**src/rtl/boot_rom_copier_pkg.sv**
```systemverilog
// Shared definitions for the boot ROM to SRAM copier: address widths,
// state encoding and the SRAM address helper.
package boot_rom_copier_pkg;

    localparam int ROM_AW  = 13;
    localparam int SRAM_AW = 21;

    typedef enum logic [2:0] {
        ST_IDLE  = 3'd0,
        ST_FETCH = 3'd1,
        ST_LATCH = 3'd2,
        ST_WRITE = 3'd3,
        ST_DONE  = 3'd4
    } state_t;

    // SRAM byte address for a given ROM offset; the sum wraps at 2^21.
    function automatic logic [SRAM_AW-1:0] sram_addr(input logic [SRAM_AW-1:0] base,
                                                     input logic [ROM_AW-1:0]  offs);
        return base + {{(SRAM_AW-ROM_AW){1'b0}}, offs};
    endfunction

endpackage

```
**src/rtl/boot_rom_copier.sv**
```systemverilog
// Boot sequencer: after a start pulse it copies every byte of the boot ROM
// into external SRAM, keeps a running 8-bit checksum, and releases the CPU
// from reset once the last byte has been accepted by the SRAM port.
//
// SRAM handshake: sram_req is raised with sram_a/sram_din already stable and
// stays high, with address and data frozen, until a cycle in which sram_ack
// is also high; that cycle is the transfer. sram_ack is meaningless while
// sram_req is low.
module boot_rom_copier
    import boot_rom_copier_pkg::*;
#(
    parameter int          ROM_WORDS = 8192,
    parameter logic [20:0] SRAM_BASE = 21'h000000
) (
    input  logic        clk,
    input  logic        rst,
    input  logic        start,
    output logic [13:0] rom_a,
    input  logic [7:0]  rom_dout,
    output logic [20:0] sram_a,
    output logic [7:0]  sram_din,
    output logic        sram_req,
    input  logic        sram_ack,
    output logic        busy,
    output logic        done,
    output logic        cpu_hold,
    output logic [7:0]  checksum
);

    // Termination is by compare against the last offset; the counter itself never wraps.
    localparam logic [ROM_AW-1:0] LAST_ADDR = ROM_AW'(ROM_WORDS - 1);

    state_t               state_q,    state_d;
    logic [ROM_AW-1:0]    addr_q,     addr_d;
    logic [7:0]           data_q,     data_d;
    logic [7:0]           checksum_q, checksum_d;
    logic [13:0]          rom_a_q,    rom_a_d;
    logic [SRAM_AW-1:0]   sram_a_q,   sram_a_d;
    logic                 sram_req_q, sram_req_d;
    logic                 busy_q,     busy_d;
    logic                 done_q,     done_d;
    logic                 cpu_hold_q, cpu_hold_d;

    // Next-state, datapath updates, and next values of the registered outputs.
    always_comb begin
        state_d    = state_q;
        addr_d     = addr_q;
        data_d     = data_q;
        checksum_d = checksum_q;

        case (state_q)
            ST_IDLE: begin
                if (start) begin
                    addr_d     = '0;
                    checksum_d = '0;
                    state_d    = ST_FETCH;
                end
            end
            ST_FETCH: begin
                state_d = ST_LATCH;
            end
            ST_LATCH: begin
                // ROM data for the address presented in FETCH is valid now.
                data_d     = rom_dout;
                checksum_d = checksum_q + rom_dout;
                state_d    = ST_WRITE;
            end
            ST_WRITE: begin
                if (sram_ack) begin
                    if (addr_q == LAST_ADDR) begin
                        state_d = ST_DONE;
                    end else begin
                        addr_d  = addr_q + ROM_AW'(1);
                        state_d = ST_FETCH;
                    end
                end
            end
            ST_DONE: begin
                state_d = ST_DONE;
            end
            default: begin
                state_d = ST_IDLE;
            end
        endcase

        // Outputs are registered versions of what the next state implies,
        // so nothing at the ports depends combinationally on an input.
        rom_a_d    = {1'b0, addr_d};
        sram_a_d   = sram_addr(SRAM_BASE, addr_d);
        sram_req_d = (state_d == ST_WRITE);
        busy_d     = (state_d == ST_FETCH) || (state_d == ST_LATCH) || (state_d == ST_WRITE);
        done_d     = (state_d == ST_DONE);
        cpu_hold_d = (state_d != ST_DONE);
    end

    // State, datapath and output registers with synchronous reset.
    always_ff @(posedge clk) begin
        if (rst) begin
            state_q    <= ST_IDLE;
            addr_q     <= '0;
            data_q     <= '0;
            checksum_q <= '0;
            rom_a_q    <= '0;
            sram_a_q   <= SRAM_BASE;
            sram_req_q <= 1'b0;
            busy_q     <= 1'b0;
            done_q     <= 1'b0;
            cpu_hold_q <= 1'b1;
        end else begin
            state_q    <= state_d;
            addr_q     <= addr_d;
            data_q     <= data_d;
            checksum_q <= checksum_d;
            rom_a_q    <= rom_a_d;
            sram_a_q   <= sram_a_d;
            sram_req_q <= sram_req_d;
            busy_q     <= busy_d;
            done_q     <= done_d;
            cpu_hold_q <= cpu_hold_d;
        end
    end

    assign rom_a    = rom_a_q;
    assign sram_a   = sram_a_q;
    assign sram_din = data_q;
    assign sram_req = sram_req_q;
    assign busy     = busy_q;
    assign done     = done_q;
    assign cpu_hold = cpu_hold_q;
    assign checksum = checksum_q;

endmodule

```
**config.mk**
```make
export PLATFORM = sky130hd
export DESIGN_NAME = boot_rom_copier
export DESIGN_NICKNAME = d
export VERILOG_FILES = /design/src/rtl/boot_rom_copier_pkg.sv /design/src/rtl/boot_rom_copier.sv
export SDC_FILE = /design/constraint.sdc
export NUM_CORES = 1
export LEC_CHECK = 0
export BUFFER_PORTS_ARGS = -buffer_cell sky130_fd_sc_hd__buf_2
export CAP_MARGIN = 20
export CORE_ASPECT_RATIO = 1.2
export CORE_UTILIZATION = 48
export DETAILED_ROUTE_END_ITERATION = 6
export GPL_TIMING_DRIVEN = 0
export PLACE_DENSITY_LB_ADDON = 0.12
export SLEW_MARGIN = 20
export SYNTH_ARGS = -nofsm -noshare
export SYNTH_HDL_FRONTEND = slang
export SYNTH_SLANG_ARGS = --single-unit
```
**constraint.sdc**
```tcl
create_clock -name clk -period 2.6 [get_ports clk]
set_input_delay 0 -clock clk [delete_from_list [all_inputs] [get_ports clk]]
set_output_delay 0 -clock clk [all_outputs]
set_load 0.05 [all_outputs]
```
# --- After elaboration in Yosys (flattened, before gate mapping) ---
# Index checks and enable logic that the tools add are counted.
# W data, S select, Z words.
op_classes:
  add_sub_neg: 2
  eq_ne: 11
  mux: 10
  reduce_logical: 5
op_table:
  columns: ["op", "n"]
  rows:
  - ["$mux W13", 3]
  - ["$pmux W13 S2", 1]
  - ["$pmux W8 S2", 1]
  - ["$pmux W3 S5", 1]
  - ["$add A13 B1 Y13 const B", 1]
  - ["$eq A13 B13 Y1 const B", 1]
  - ["$eq A3 B2 Y1 const B", 4]
  - ["$mux W3", 3]
  - ["$add A8 B8 Y8", 1]
  - ["$mux W8", 1]
  - ["$eq A3 B1 Y1 const B", 2]
  - ["$eq A3 B3 Y1 const B", 2]
  - ["$logic_not A3 Y1", 1]
  - ["$ne A3 B3 Y1 const B", 1]
  - ["$logic_or A1 B1 Y1", 2]
  - ["$ne A2 B2 Y1 const B", 1]
  - ["$reduce_and A2 Y1", 1]
  - ["$reduce_bool A2 Y1", 1]
totals:
  regBits: 45
  in_bits: 12
  out_inout_bits: 55
  word_cells: 38

# --- Logic depth before layout (Yosys ltp) ---
# Gate-level depths: netlist (run 1).
depth:
  word_depth: 7
  ltp_mapped: 7
  depth_no_buf: 7

# --- Worst setup path before layout (run 1) ---
# OpenSTA, ideal clock, no wires.
synth_path:
  path_kind: "reg2reg"
  from: "reg checksum_q[1] (netlist: checksum[1])"
  to: "reg checksum_q[7] (netlist: checksum[7])"
  setup_time_ns: 0.129
  arrival_ns: 2.208
  slack_ns: 0.262
  stages_incl_launch_ff: 7
  path_buffers: 0
  synth_period_minus_slack_ns: 2.338
  path_cell_list: "dfxtp_1 ha_1 a21o_1 a311o_1 a2111oi_4 mux2i_1 o31ai_2"
synth_between:
  elab_chain_len: 2
synth_rtl:
  columns: ["element", "line", "rtl"]
  rows:
  - ["start, declared", "boot_rom_copier.sv:36", "logic [7:0] checksum_q, checksum_d;"]
  - ["start signal, assigned", "boot_rom_copier.sv:113", "checksum_q <= checksum_d;"]
  - ["$add A8 B8 Y8", "boot_rom_copier.sv:65", "checksum_d = checksum_q + rom_dout;"]
  - ["$pmux W8 S2", "boot_rom_copier.sv:51", "case (state_q)"]
# No other way between the ends.
# A chain may end at the register's enable or synchronous reset.

# --- Worst setup path after layout (run 1) ---
layout_path:
  from: "in rom_dout[1]"
  to: "reg checksum_q[7] (netlist: checksum[7])"
layout_between:
  elab_chain_len: 2
layout_rtl:
  columns: ["element", "line", "rtl"]
  rows:
  - ["start, declared", "boot_rom_copier.sv:19", "input logic [7:0] rom_dout,"]
  - ["$add A8 B8 Y8", "boot_rom_copier.sv:65", null]
  - ["$pmux W8 S2", "boot_rom_copier.sv:51", null]
# No other way between the ends.

==> insert_results.sql, run 1 <==
INSERT INTO impl_metrics (metric_group, metric, value, unit) VALUES
('cells_and_area', 'antenna_cells_inserted', '0', ''),
('cts', 'clockRootBuffer', 'sky130_fd_sc_hd__clkbuf_8', ''),
('power_and_ir_drop', 'p_per_area', '536', 'nW/µm²'),
('cells_and_area', 'layout-area-overhead-vs-synth', '28.4', '%'),
('drt', 'vias', '1798', ''),
('drt', 'viasPerCell', '4.97', ''),
('sta', 'fmax', '478', 'MHz'),
('sta', 'relSlewSlack', '58.8', '%'),
('min_path', 'min-delay-path-class', 'primary input to register', ''),
('cells_and_area', 'num-nets-final', '329', ''),
('critical_path', 'timing.critical_path.buf_inv', '2', ''),
('sta', 'slew_violations', '0', ''),
('logic_synthesis', 'mappedNetlistArea', '1970', 'µm²'),
('sta', 'grt_setup_unrepaired', 'no', ''),
('die', 'initial_core_util', '50.0', '%'),
('die', 'placement_rows', '25', ''),
('logic_synthesis', 'synth.lib_cells_used.distinct', '47', ''),
('critical_path', 'worst-path-max-fanout', '3', ''),
('sta', 'finalHoldViolations', '0', ''),
('cts', 'clk_pin_slew_worst_paths', '0.07', 'ns'),
('cts', 'tritoncts', 'done', ''),
('critical_path', 'cpLargestDelayFamily', 'compound AO/OA/AOI/OAI gates', ''),
('cells_and_area', 'finalCoreUtilization', '64.2', '%'),
('global_route', 'grt_overflow', '0', ''),
('logic_synthesis', 'synth_seq_cells', '36', ''),
('critical_path', 'worst-endpoint-arrival', '2.25', 'ns'),
('critical_path', 'critical_path_required', '2.76', 'ns'),
('drt', 'drc_violations_left', '0', ''),
('sta', 'finalWorstSetupSlack', '0.508', 'ns'),
('drt', 'drt_first_iter_violations', '61', ''),
('drt', 'drtAntennaViolNets', '0', ''),
('power_and_ir_drop', 'ir_drop', '0.324', 'mV'),
('cts', 'cts_sinks', '36', ''),
('critical_path', 'crit_chain', 'dlygate4sd3_1 -> buf_2 -> ha_1 -> a21o_1 -> a311o_1 -> a2111oi_4 -> mux2i_1 -> o31ai_2', ''),
('cts', 'tritoncts.num_buffers', '5', ''),
('placed_design', 'post-dp-hpwl', '3.21', 'mm'),
('sta', 'final-setup-viol-count', '0', ''),
('cts', 'cts_resized', '0', ''),
('global_route', 'number_of_antenna_violations_at_the_first_check_in_global_routing', '0', ''),
('die', 'die_area', '4370', 'µm²'),
('critical_path', 'critPathSlowestCell', 'sky130_fd_sc_hd__dlygate4sd3_1', ''),
('power_and_ir_drop', 'power.static_leakage', '1.19', 'nW'),
('logic_synthesis', 'syn_warnings', '0', ''),
('run', 'maxCapViolations', '0', ''),
('die', 'fp.coreArea', '3940', 'µm²'),
('logic_synthesis', 'synth.yosys.seq_area_share', '36.6', '%'),
('critical_path', 'critPathKind', 'primary input to register', ''),
('cts', 'cts_max_level', '2', ''),
('placed_design', 'io_buffers', '57', ''),
('placed_design', 'place_worst_setup_slack', '0.530', 'ns'),
('sta', 'timing_worst_slew_pin_value', '0.611', 'ns'),
('global_route', 'wire_length_of_the_first_global_routing_pass', '7.17', 'mm'),
('placed_design', 'place_congestion', '0.835', ''),
('cts', 'clockBufferDepth', '2', ''),
('sta', 'final.min_clock_period', '2.09', 'ns'),
('global_route', 'first_global_vias', '1641', ''),
('global_route', 'global_route.usage.total', '21.7', '%'),
('drt', 'detailedRoute.firstPassIterationCount', '6', ''),
('critical_path', 'end_kind', 'register', ''),
('critical_path', 'timing.critical_path.from_type', 'primary input', ''),
('drt', 'route.final.wire_length', '4.24', 'mm'),
('critical_path', 'timing.critical_path.slowest_cell_delay', '0.53', 'ns'),
('cts', 'cts.repair_timing.setup_buffer_count', '0', ''),
('die', 'io-pin-count', '67', ''),
('drt', 'wl_per_cell', '11.7', 'µm'),
('sta', 'layout_worst_path_cycle_share', '80.5', '%'),
('logic_synthesis', 'cells_after_synthesis', '228', ''),
('cells_and_area', 'drive_above_1_share', '32.5', '%'),
('die', 'chipHeight', '72.2', 'µm'),
('outcome', 'run_status', 'finished, final reports clean', ''),
('global_route', 'grt_max_degree', '11', ''),
('sta', 'maximum_clock_skew_at_final_layout', '0.00418', 'ns'),
('cts', 'worstSkewPairLatency', '0.28', 'ns'),
('cts', 'cts.hold.buffers_added', '8', ''),
('sta', 'fin_setup_tns', '0', 'ns'),
('logic_synthesis', 'postSynthAreaPerCell', '8.64', 'µm²'),
('die', 'die_x', '60.5', 'µm');
registers in the layout, indices dropped and copies added, names as in the netlist:
signal / flops
sram_req: 1
done: 1
sram_din: 8
cpu_hold: 1
busy: 1
state_q: 3
sram_a: 13
checksum: 8
report_power, final:
group          internal (W)  switching [W]
registers          0.000576      0.0000142
logic              0.000113       0.000233
clock network      0.000236       0.000184
area by class of cell:
| type | count | area [µm²] |
|---|---|---|
| sequential | 36 | 721 |
| buffer | 32 | 215 |
| tap | 54 | 67.6 |
| clock buffer | 7 | 96.3 |
| multi-input combinational | 162 | 1040 |
| timing repair buffer | 65 | 365 |
| inverter | 6 | 22.5 |
| fill | 362 | 1410 |
placed cells by master (no fill, tap or decap), types with 6 or more instances in the layout:
| master | count |
|---|---|
| sky130_fd_sc_hd__conb_1 | 9 |
| sky130_fd_sc_hd__buf_4 | 23 |
| sky130_fd_sc_hd__buf_2 | 58 |
| sky130_fd_sc_hd__nor2_1 | 20 |
| sky130_fd_sc_hd__nand2_1 | 26 |
| sky130_fd_sc_hd__clkbuf_1 | 6 |
| sky130_fd_sc_hd__clkbuf_8 | 7 |
| sky130_fd_sc_hd__ha_1 | 8 |
| sky130_fd_sc_hd__dfxtp_1 | 36 |
| sky130_fd_sc_hd__dlygate4sd3_1 | 8 |
| sky130_fd_sc_hd__a21oi_1 | 20 |
per-stage QoR:
step | hold slack (ns) | power, W | instances | area [µm²]
after detailed placement | 0.268 | 0.000941 | 347 | 2350
after CTS | 0.101 | 0.00137 | 362 | 2530
final | 0.102 | 0.00136 | 362 | 2530
after global placement | 0.259 | 0.000938 | 347 | 2350
after global routing | 0.153 | 0.00143 | 362 | 2530
after floorplan | 0.136 | 0.000870 | 236 | 2000
final timing paths:
check	slack (ns)	to	depth (start not counted)	startpoint
worst max register to register	0.52	checksum[7]	6	checksum[1]
worst min-delay path	0.10	sram_a[2]	4	sram_ack
worst max-delay path	0.51	checksum[7]	8	rom_dout[1]
worst min register to register	0.45	sram_din[1]	2	sram_din[1]
layer usage:
metal  share of wire [%]  global-route usage, %  vias to the layer above
met2                  51                   37.2                       47
met5                   0                      0                        -
li1                    -                      -                      935
met3                 4.3                   4.81                        9
met1                  43                   25.1                      807
met4                 2.1                   9.85                        0
cells in the mapped netlist (all sizes together):
| cell | instances | share of area (%) |
|---|---|---|
| o21ai | 5 | 1.3 |
| a311o | 2 | 1.0 |
| nor4 | 2 | 0.63 |
| o211ai | 2 | 1.0 |
| nor2 | 20 | 3.8 |
| nor4b | 1 | 1.2 |
| conb | 1 | 0.19 |
| and3 | 2 | 0.70 |
| or2 | 1 | 0.32 |
| a211oi | 1 | 0.38 |
| fa | 1 | 1.0 |
| o21a | 2 | 0.76 |
| nand3 | 5 | 1.3 |
| a21oi | 21 | 5.5 |
| or3 | 6 | 2.2 |
| nand2 | 26 | 5.0 |
| a2111oi | 1 | 1.4 |
| nor3 | 5 | 1.3 |
| a21o | 2 | 0.76 |
| xor2 | 5 | 2.2 |
| dfxtp | 36 | 37 |
| or4 | 3 | 1.1 |
| mux2i | 2 | 1.0 |
| inv | 6 | 1.1 |
| o2bb2ai | 1 | 0.44 |
| clkbuf | 6 | 1.1 |
| a22oi | 6 | 3.0 |
| nand3b | 3 | 1.1 |
| nand4 | 6 | 2.2 |
| and2 | 2 | 0.63 |
| o31ai | 6 | 2.5 |
| buf | 26 | 9.8 |
| ha | 8 | 5.1 |
| a31oi | 3 | 0.95 |
| xnor2 | 3 | 1.3 |
worst reg2reg max path, delay by kind of cell (launching register included):
kind,cells,cell delay [ns]
mux,1,0.26
fa+ha+maj,1,0.26
compound gates,4,1.04
flops,1,0.41
cells by family after synthesis:
| kind of cell | Yosys count | synth area share, % |
|---|---|---|
| buffers and inverters | 38 | 12.1 |
| AOI/OAI and AO/OA | 52 | 19.0 |
| xor gates and xnor gates | 8 | 3.56 |
| and+or+nand+nor | 82 | 21.5 |
| muxes | 2 | 1.02 |
| DFF | 36 | 36.6 |
| adders and majority gates | 9 | 6.10 |
| other | 1 | 0.190 |
Power figures use the tool's default switching activity.
==> inputs of run 2 (changes only) <==
--- a/config.mk
+++ b/config.mk
@@ -8,7 +8,7 @@
 export BUFFER_PORTS_ARGS = -buffer_cell sky130_fd_sc_hd__buf_2
 export CAP_MARGIN = 20
 export CORE_ASPECT_RATIO = 1.2
-export CORE_UTILIZATION = 48
+export CORE_UTILIZATION = 45
 export DETAILED_ROUTE_END_ITERATION = 6
 export GPL_TIMING_DRIVEN = 0
 export PLACE_DENSITY_LB_ADDON = 0.12
==> constraint.sdc (replaced) <==
create_clock -name clk -period 1.7 [get_ports clk]
set_input_delay 0 -clock clk [delete_from_list [all_inputs] [get_ports clk]]
set_output_delay 0 -clock clk [all_outputs]
set_load 0.05 [all_outputs]
==> insert_results.sql, run 2 (synthesis results as in run 1) <==
INSERT INTO impl_metrics (metric_group, metric, value, unit) VALUES
('outcome', 'run_status', 'complete, but fails checks', ''),
('outcome', 'failed_checks', 'setup timing', ''),
('cts', 'cts_max_level', '2', ''),
('power_and_ir_drop', 'ir_drop', '0.457', 'mV'),
('cells_and_area', 'mostFrequentLayoutCells', 'sky130_fd_sc_hd__buf_2 (57), sky130_fd_sc_hd__buf_4 (48), sky130_fd_sc_hd__nand2_1 (26)', ''),
('critical_path', 'timing.critical_path.slowest_cell_delay', '0.36', 'ns'),
('die', 'placement_rows', '26', ''),
('cts', 'clockBufferDepth', '2', ''),
('min_path', 'whs_path_depth', '4', ''),
('sta', 'slew_violations', '0', ''),
('critical_path', 'worst-path-max-fanout', '2', ''),
('cells_and_area', 'largest_register_ffs', '13', ''),
('min_path', 'min-delay-path-class', 'primary input to register', ''),
('run', 'maxCapViolations', '0', ''),
('sta', 'maximum_clock_skew_at_final_layout', '0.00967', 'ns'),
('drt', 'viasPerCell', '5.13', ''),
('cells_and_area', 'antenna_cells_inserted', '0', ''),
('cts', 'worstSkewPairLatency', '0.30', 'ns'),
('die', 'initial_core_util', '46.6', '%'),
('cts', 'clockRootBuffer', 'sky130_fd_sc_hd__clkbuf_8', ''),
('critical_path', 'critical_path_required', '1.87', 'ns'),
('die', 'fp.coreArea', '4230', 'µm²'),
('drt', 'wl_per_cell', '12.9', 'µm'),
('die', 'die_x', '62.4', 'µm'),
('sta', 'fmax', '537', 'MHz'),
('drt', 'route.final.wire_length', '5.08', 'mm'),
('cells_and_area', 'finalCoreUtilization', '70.6', '%'),
('sta', 'fin_setup_tns', '-0.448', 'ns'),
('sta', 'final.min_clock_period', '1.86', 'ns'),
('sta', 'layout_worst_path_cycle_share', '110', '%'),
('critical_path', 'crit_chain', 'ha_4 -> a21o_1 -> a311o_1 -> a2111oi_4 -> mux2i_1 -> o31ai_2', ''),
('drt', 'vias', '2015', ''),
('sta', 'relSlewSlack', '61.7', '%'),
('cells_and_area', 'layout-area-overhead-vs-synth', '51.4', '%'),
('critical_path', 'end_kind', 'register', ''),
('sta', 'finalWorstSetupSlack', '-0.162', 'ns'),
('critical_path', 'critPathSlowestCell', 'sky130_fd_sc_hd__dfxtp_4', ''),
('global_route', 'number_of_antenna_violations_at_the_first_check_in_global_routing', '0', ''),
('drt', 'drtAntennaViolNets', '0', ''),
('critical_path', 'worst-endpoint-arrival', '2.04', 'ns'),
('sta', 'grt_setup_unrepaired', 'yes', ''),
('placed_design', 'io_buffers', '57', ''),
('cts', 'tritoncts.num_buffers', '5', ''),
('global_route', 'first_global_vias', '1728', ''),
('cells_and_area', 'layout_commonest_cell', 'sky130_fd_sc_hd__buf_2', ''),
('drt', 'drt_first_iter_violations', '124', ''),
('cells_and_area', 'num-nets-final', '357', ''),
('critical_path', 'critPathKind', 'register to register', ''),
('global_route', 'grt_overflow', '0', ''),
('global_route', 'grt_max_degree', '12', ''),
('critical_path', 'timing.critical_path.from_type', 'register', ''),
('power_and_ir_drop', 'power.static_leakage', '1.36', 'nW'),
('cts', 'tritoncts', 'done', ''),
('cts', 'cts_sinks', '36', ''),
('placed_design', 'post-dp-hpwl', '3.21', 'mm'),
('global_route', 'global_route.usage.total', '21.5', '%'),
('cells_and_area', 'drive_above_1_share', '49.6', '%'),
('sta', 'finalHoldViolations', '0', ''),
('drt', 'drc_violations_left', '0', ''),
('critical_path', 'worst-r2r-cell-count', '6', ''),
('drt', 'detailedRoute.firstPassIterationCount', '4', ''),
('die', 'die_area', '4650', 'µm²'),
('placed_design', 'place_congestion', '0.821', ''),
('die', 'chipHeight', '74.5', 'µm'),
('sta', 'timing_worst_slew_pin_value', '0.569', 'ns'),
('power_and_ir_drop', 'p_per_area', '714', 'nW/µm²'),
('sta', 'final-setup-viol-count', '8', ''),
('die', 'io-pin-count', '67', ''),
('global_route', 'wire_length_of_the_first_global_routing_pass', '7.80', 'mm'),
('cts', 'clk_pin_slew_worst_paths', '0.07', 'ns');
## run 2: changes by cell type in the layout (fill, tap and decap cells not counted), sizes merged
cell / previous run / this run
buf: 83 / 112
clkbuf: 13 / 12
clkinv: 0 / 1
## run 2: timing repair
item	CTS	global route
pin swaps	12	26
buffers inserted	12	15
gates cloned	1	1
hold buffers	8	0
setup endpoints to repair	17	29
gates resized for setup	11	27
endpoints found under the hold margin	8	0
## run 2: power breakdown
group | internal [W] | leakage (nW) | total [W] | switching (W)
registers | 0.000867 | 0.305 | 0.000893 | 0.0000254
logic | 0.000248 | 1.01 | 0.000641 | 0.000394
clock network | 0.000287 | 0.0422 | 0.000596 | 0.000308
## run 2: final cells by class
cell class                      instances  area [µm²]
Clock buffer                            7        76.3
Fill cell                             343        1240
Sequential cell                        36         773
Clock inverter                          1        5.00
Multi-Input combinational cell        162        1220
Buffer                                 31         225
Tap cell                               56        70.1
Timing Repair Buffer                   94         594
Inverter                                6        22.5
## run 2: path summary, 6_finish.rpt
path	to	startpoint	slack, ns
worst max-delay path	checksum[7]	checksum[1]	-0.16
worst min register to register	sram_din[7]	sram_din[7]	0.45
worst max register to register	checksum[7]	checksum[1]	-0.16
worst min-delay path	checksum[0]	rom_dout[0]	0.10
## run 2: metal layers
layer  wire, µm  vias to the layer above  track usage, %
met2       2610                       63            37.9
met4        110                        0            10.3
met5          0                        -               0
met3        236                       10            5.06
li1           -                      997               -
met1       2120                      945            24.7
## run 2: critical path: cells and delay by family (launching register included)
family,cells,cell delay [ns]
AO/OA/AOI/OAI,4,0.92
flip-flops,1,0.36
multiplexers,1,0.26
adder cells (fa/ha/maj),1,0.20
## run 2: stage by stage
stage                     total power, W  setup slack, ns  instances  hold slack [ns]  cell area (µm²)
after detailed placement         0.00143           -0.237        349            0.261             2430
final                            0.00213           -0.162        393            0.101             2980
after global placement           0.00142           -0.213        349            0.259             2430
after CTS                        0.00208           -0.194        378           0.0910             2750
after floorplan                  0.00132           -0.200        236            0.136             2080
after global routing             0.00223           -0.283        393            0.108             2980
==> inputs of run 3 (changes only) <==
--- a/config.mk
+++ b/config.mk
@@ -5,6 +5,7 @@
 export SDC_FILE = /design/constraint.sdc
 export NUM_CORES = 1
 export LEC_CHECK = 0
+export ABC_CLOCK_PERIOD_IN_PS = 1700
 export BUFFER_PORTS_ARGS = -buffer_cell sky130_fd_sc_hd__buf_2
 export CAP_MARGIN = 20
 export CORE_ASPECT_RATIO = 1.2
@@ -12,6 +13,7 @@
 export DETAILED_ROUTE_END_ITERATION = 6
 export GPL_TIMING_DRIVEN = 0
 export PLACE_DENSITY_LB_ADDON = 0.12
+export SETUP_SLACK_MARGIN = 0.4
 export SLEW_MARGIN = 20
 export SYNTH_ARGS = -nofsm -noshare
 export SYNTH_HDL_FRONTEND = slang
==> constraint.sdc (replaced) <==
create_clock -name clk -period 1.7 [get_ports clk]
set_input_delay 0 -clock clk [delete_from_list [all_inputs] [get_ports clk]]
set_output_delay 0 -clock clk [all_outputs]
set_load 0.01 [all_outputs]
==> insert_results.sql, run 3 (synthesis results as in run 1) <==
INSERT INTO impl_metrics (metric_group, metric, value, unit) VALUES
('cells_and_area', 'nFillCells', '323', ''),
('run', 'maxCapViolations', '0', ''),
('critical_path', 'crit_chain', 'ha_4 -> a21o_1 -> a311o_1 -> a2111oi_4 -> mux2i_1 -> o31ai_2', ''),
('min_path', 'min-delay-path-class', 'primary input to register', ''),
('critical_path', 'critPathSlowestCell', 'sky130_fd_sc_hd__a311o_1', ''),
('cells_and_area', 'drive_above_1_share', '55.4', '%'),
('critical_path', 'timing.critical_path.slowest_cell_delay', '0.37', 'ns'),
('cells_and_area', 'finalCoreUtilization', '74.2', '%'),
('global_route', 'number_of_antenna_violations_at_the_first_check_in_global_routing', '0', ''),
('cells_and_area', 'multiInputGateArea', '1310', 'µm²'),
('sta', 'finalWorstSetupSlack', '-0.219', 'ns'),
('global_route', 'first_global_vias', '1887', ''),
('critical_path', 'worst-path-max-fanout', '2', ''),
('die', 'fp.coreArea', '4230', 'µm²'),
('sta', 'relSlewSlack', '58.0', '%'),
('critical_path', 'critical_path_required', '1.86', 'ns'),
('min_path', 'min-delay-start', 'rom_dout[1]', ''),
('cts', 'cts_sinks', '36', ''),
('critical_path', 'worst-r2r-cell-count', '6', ''),
('cts', 'tritoncts.num_buffers', '5', ''),
('cts', 'clockBufferDepth', '2', ''),
('critical_path', 'critPathKind', 'register to register', ''),
('die', 'die_area', '4650', 'µm²'),
('sta', 'layout_worst_path_cycle_share', '113', '%'),
('critical_path', 'regToRegEndpoint', 'checksum[7]', ''),
('drt', 'drt_first_iter_violations', '93', ''),
('drt', 'wl_per_cell', '14.4', 'µm'),
('global_route', 'grt_max_degree', '11', ''),
('critical_path', 'critical_path.endpoint', 'checksum[7]', ''),
('cells_and_area', 'layout-area-overhead-vs-synth', '59.3', '%'),
('power_and_ir_drop', 'power.static_leakage', '1.43', 'nW'),
('cells_and_area', 'mostFrequentLayoutCells', 'sky130_fd_sc_hd__buf_2 (59), sky130_fd_sc_hd__buf_4 (45), sky130_fd_sc_hd__nand2_1 (24)', ''),
('global_route', 'wire_length_of_the_first_global_routing_pass', '8.55', 'mm'),
('sta', 'finalHoldViolations', '0', ''),
('outcome', 'failed_checks', 'setup timing', ''),
('sta', 'final.min_clock_period', '1.92', 'ns'),
('power_and_ir_drop', 'ir_drop', '0.602', 'mV'),
('placed_design', 'place_worst_setup_slack', '-0.197', 'ns'),
('drt', 'detailedRoute.firstPassIterationCount', '4', ''),
('die', 'chipHeight', '74.5', 'µm'),
('sta', 'slew_violations', '0', ''),
('placed_design', 'post-dp-hpwl', '3.35', 'mm'),
('cts', 'clockRootBuffer', 'sky130_fd_sc_hd__clkbuf_8', ''),
('cts', 'clk_pin_slew_worst_paths', '0.07', 'ns'),
('cts', 'worstSkewPairLatency', '0.29', 'ns'),
('critical_path', 'worstReg2RegStart', 'checksum[1]', ''),
('cells_and_area', 'final-seq-area', '762', 'µm²'),
('global_route', 'global_route.usage.total', '24.0', '%'),
('critical_path', 'timing.critical_path.from_type', 'register', ''),
('critical_path', 'end_kind', 'register', ''),
('critical_path', 'reg2reg_setup_slack', '-0.22', 'ns'),
('sta', 'fmax', '521', 'MHz'),
('cts', 'cts_max_level', '2', ''),
('power_and_ir_drop', 'p_per_area', '667', 'nW/µm²'),
('sta', 'final-setup-viol-count', '16', ''),
('critical_path', 'origin_of_the_worst_setup_path', 'checksum[1]', ''),
('outcome', 'run_status', 'complete, but fails checks', ''),
('cells_and_area', 'layout_commonest_cell', 'sky130_fd_sc_hd__buf_2', ''),
('sta', 'maximum_clock_skew_at_final_layout', '0.00416', 'ns'),
('global_route', 'grt_overflow', '0', ''),
('die', 'die_x', '62.4', 'µm'),
('cells_and_area', 'num-nets-final', '361', ''),
('critical_path', 'worst-endpoint-arrival', '2.08', 'ns'),
('die', 'initial_core_util', '46.6', '%'),
('cells_and_area', 'antenna_cells_inserted', '0', ''),
('die', 'io-pin-count', '67', ''),
('sta', 'grt_setup_unrepaired', 'yes', ''),
('drt', 'vias', '2075', ''),
('die', 'placement_rows', '26', ''),
('drt', 'viasPerCell', '5.23', ''),
('placed_design', 'place_congestion', '0.843', ''),
('drt', 'route.final.wire_length', '5.72', 'mm'),
('cts', 'tritoncts', 'done', ''),
('drt', 'drc_violations_left', '0', ''),
('cells_and_area', 'largest_register_ffs', '13', ''),
('sta', 'timing_worst_slew_pin_value', '0.630', 'ns'),
('drt', 'drtAntennaViolNets', '0', ''),
('placed_design', 'io_buffers', '57', ''),
('sta', 'hold-worst-slack', '0.00895', 'ns');
## run 3: changes by cell type in the layout (fill, tap and decap cells not counted), sizes merged
| cell | delta |
|---|---|
| dlygate4sd3 | -1 |
| clkinv | -1 |
| clkbuf | +1 |
| buf | +5 |
## run 3: repair_timing
action | in CTS | in global routing
hold endpoints to repair | 7 | 0
setup endpoints to repair | 34 | 35
pin swaps | 30 | 19
hold buffers | 7 | 0
cloned | 2 | 1
gates resized for setup | 37 | 29
setup buffers | 25 | 5
## run 3: cell type report
| cell class | count | share of cell area (%) |
|---|---|---|
| plain buffers | 32 | 7.89 |
| well taps | 56 | 2.23 |
| inverters | 6 | 0.717 |
| multi-input cells | 162 | 41.7 |
| repair buffers | 97 | 20.3 |
| flip-flops and latches | 36 | 24.3 |
| clock buffers | 8 | 2.87 |
## run 3: worst min path at each step
stage	to	slack [ns]	cells past startpoint
final	sram_din[1]	0.009	3
after global routing	sram_din[1]	0.02	3
after CTS	sram_din[1]	0.0007	3
after detailed placement	sram_din[5]	0.27	3
after global placement	sram_din[4]	0.26	3
after floorplan	sram_din[0]	0.14	2
## run 3: worst max-delay path: cells and delay by family (launching register included)
family                   cells  cell delay (ns)
AO/OA/AOI/OAI                4             0.97
adder cells (fa/ha/maj)      1             0.21
flip-flops                   1             0.36
multiplexers                 1             0.26
## run 3: layer usage
layer | vias to the layer above | GRT usage (%) | routed length (µm)
met5 | - | 0 | 0
met4 | 0 | 13.2 | 150
met3 | 11 | 4.45 | 209
met2 | 69 | 48.3 | 3220
met1 | 990 | 23.3 | 2140
li1 | 1005 | - | -
## run 3: through the flow
| step | TNS (ns) | std cells | power [W] | area (µm²) |
|---|---|---|---|---|
| global placement | -0.919 | 349 | 0.00132 | 2490 |
| global route | -2.18 | 397 | 0.00219 | 3140 |
| finish | -0.919 | 397 | 0.00209 | 3140 |
| detailed placement | -1.14 | 349 | 0.00133 | 2490 |
| floorplan | -0.176 | 236 | 0.00122 | 2130 |
| CTS | -0.384 | 391 | 0.00204 | 2990 |
## run 3: power breakdown
group	total [W]	internal (W)	switching, W
clock	0.000635	0.000331	0.000304
combinational	0.000560	0.000273	0.000287
sequential	0.000898	0.000872	0.0000263
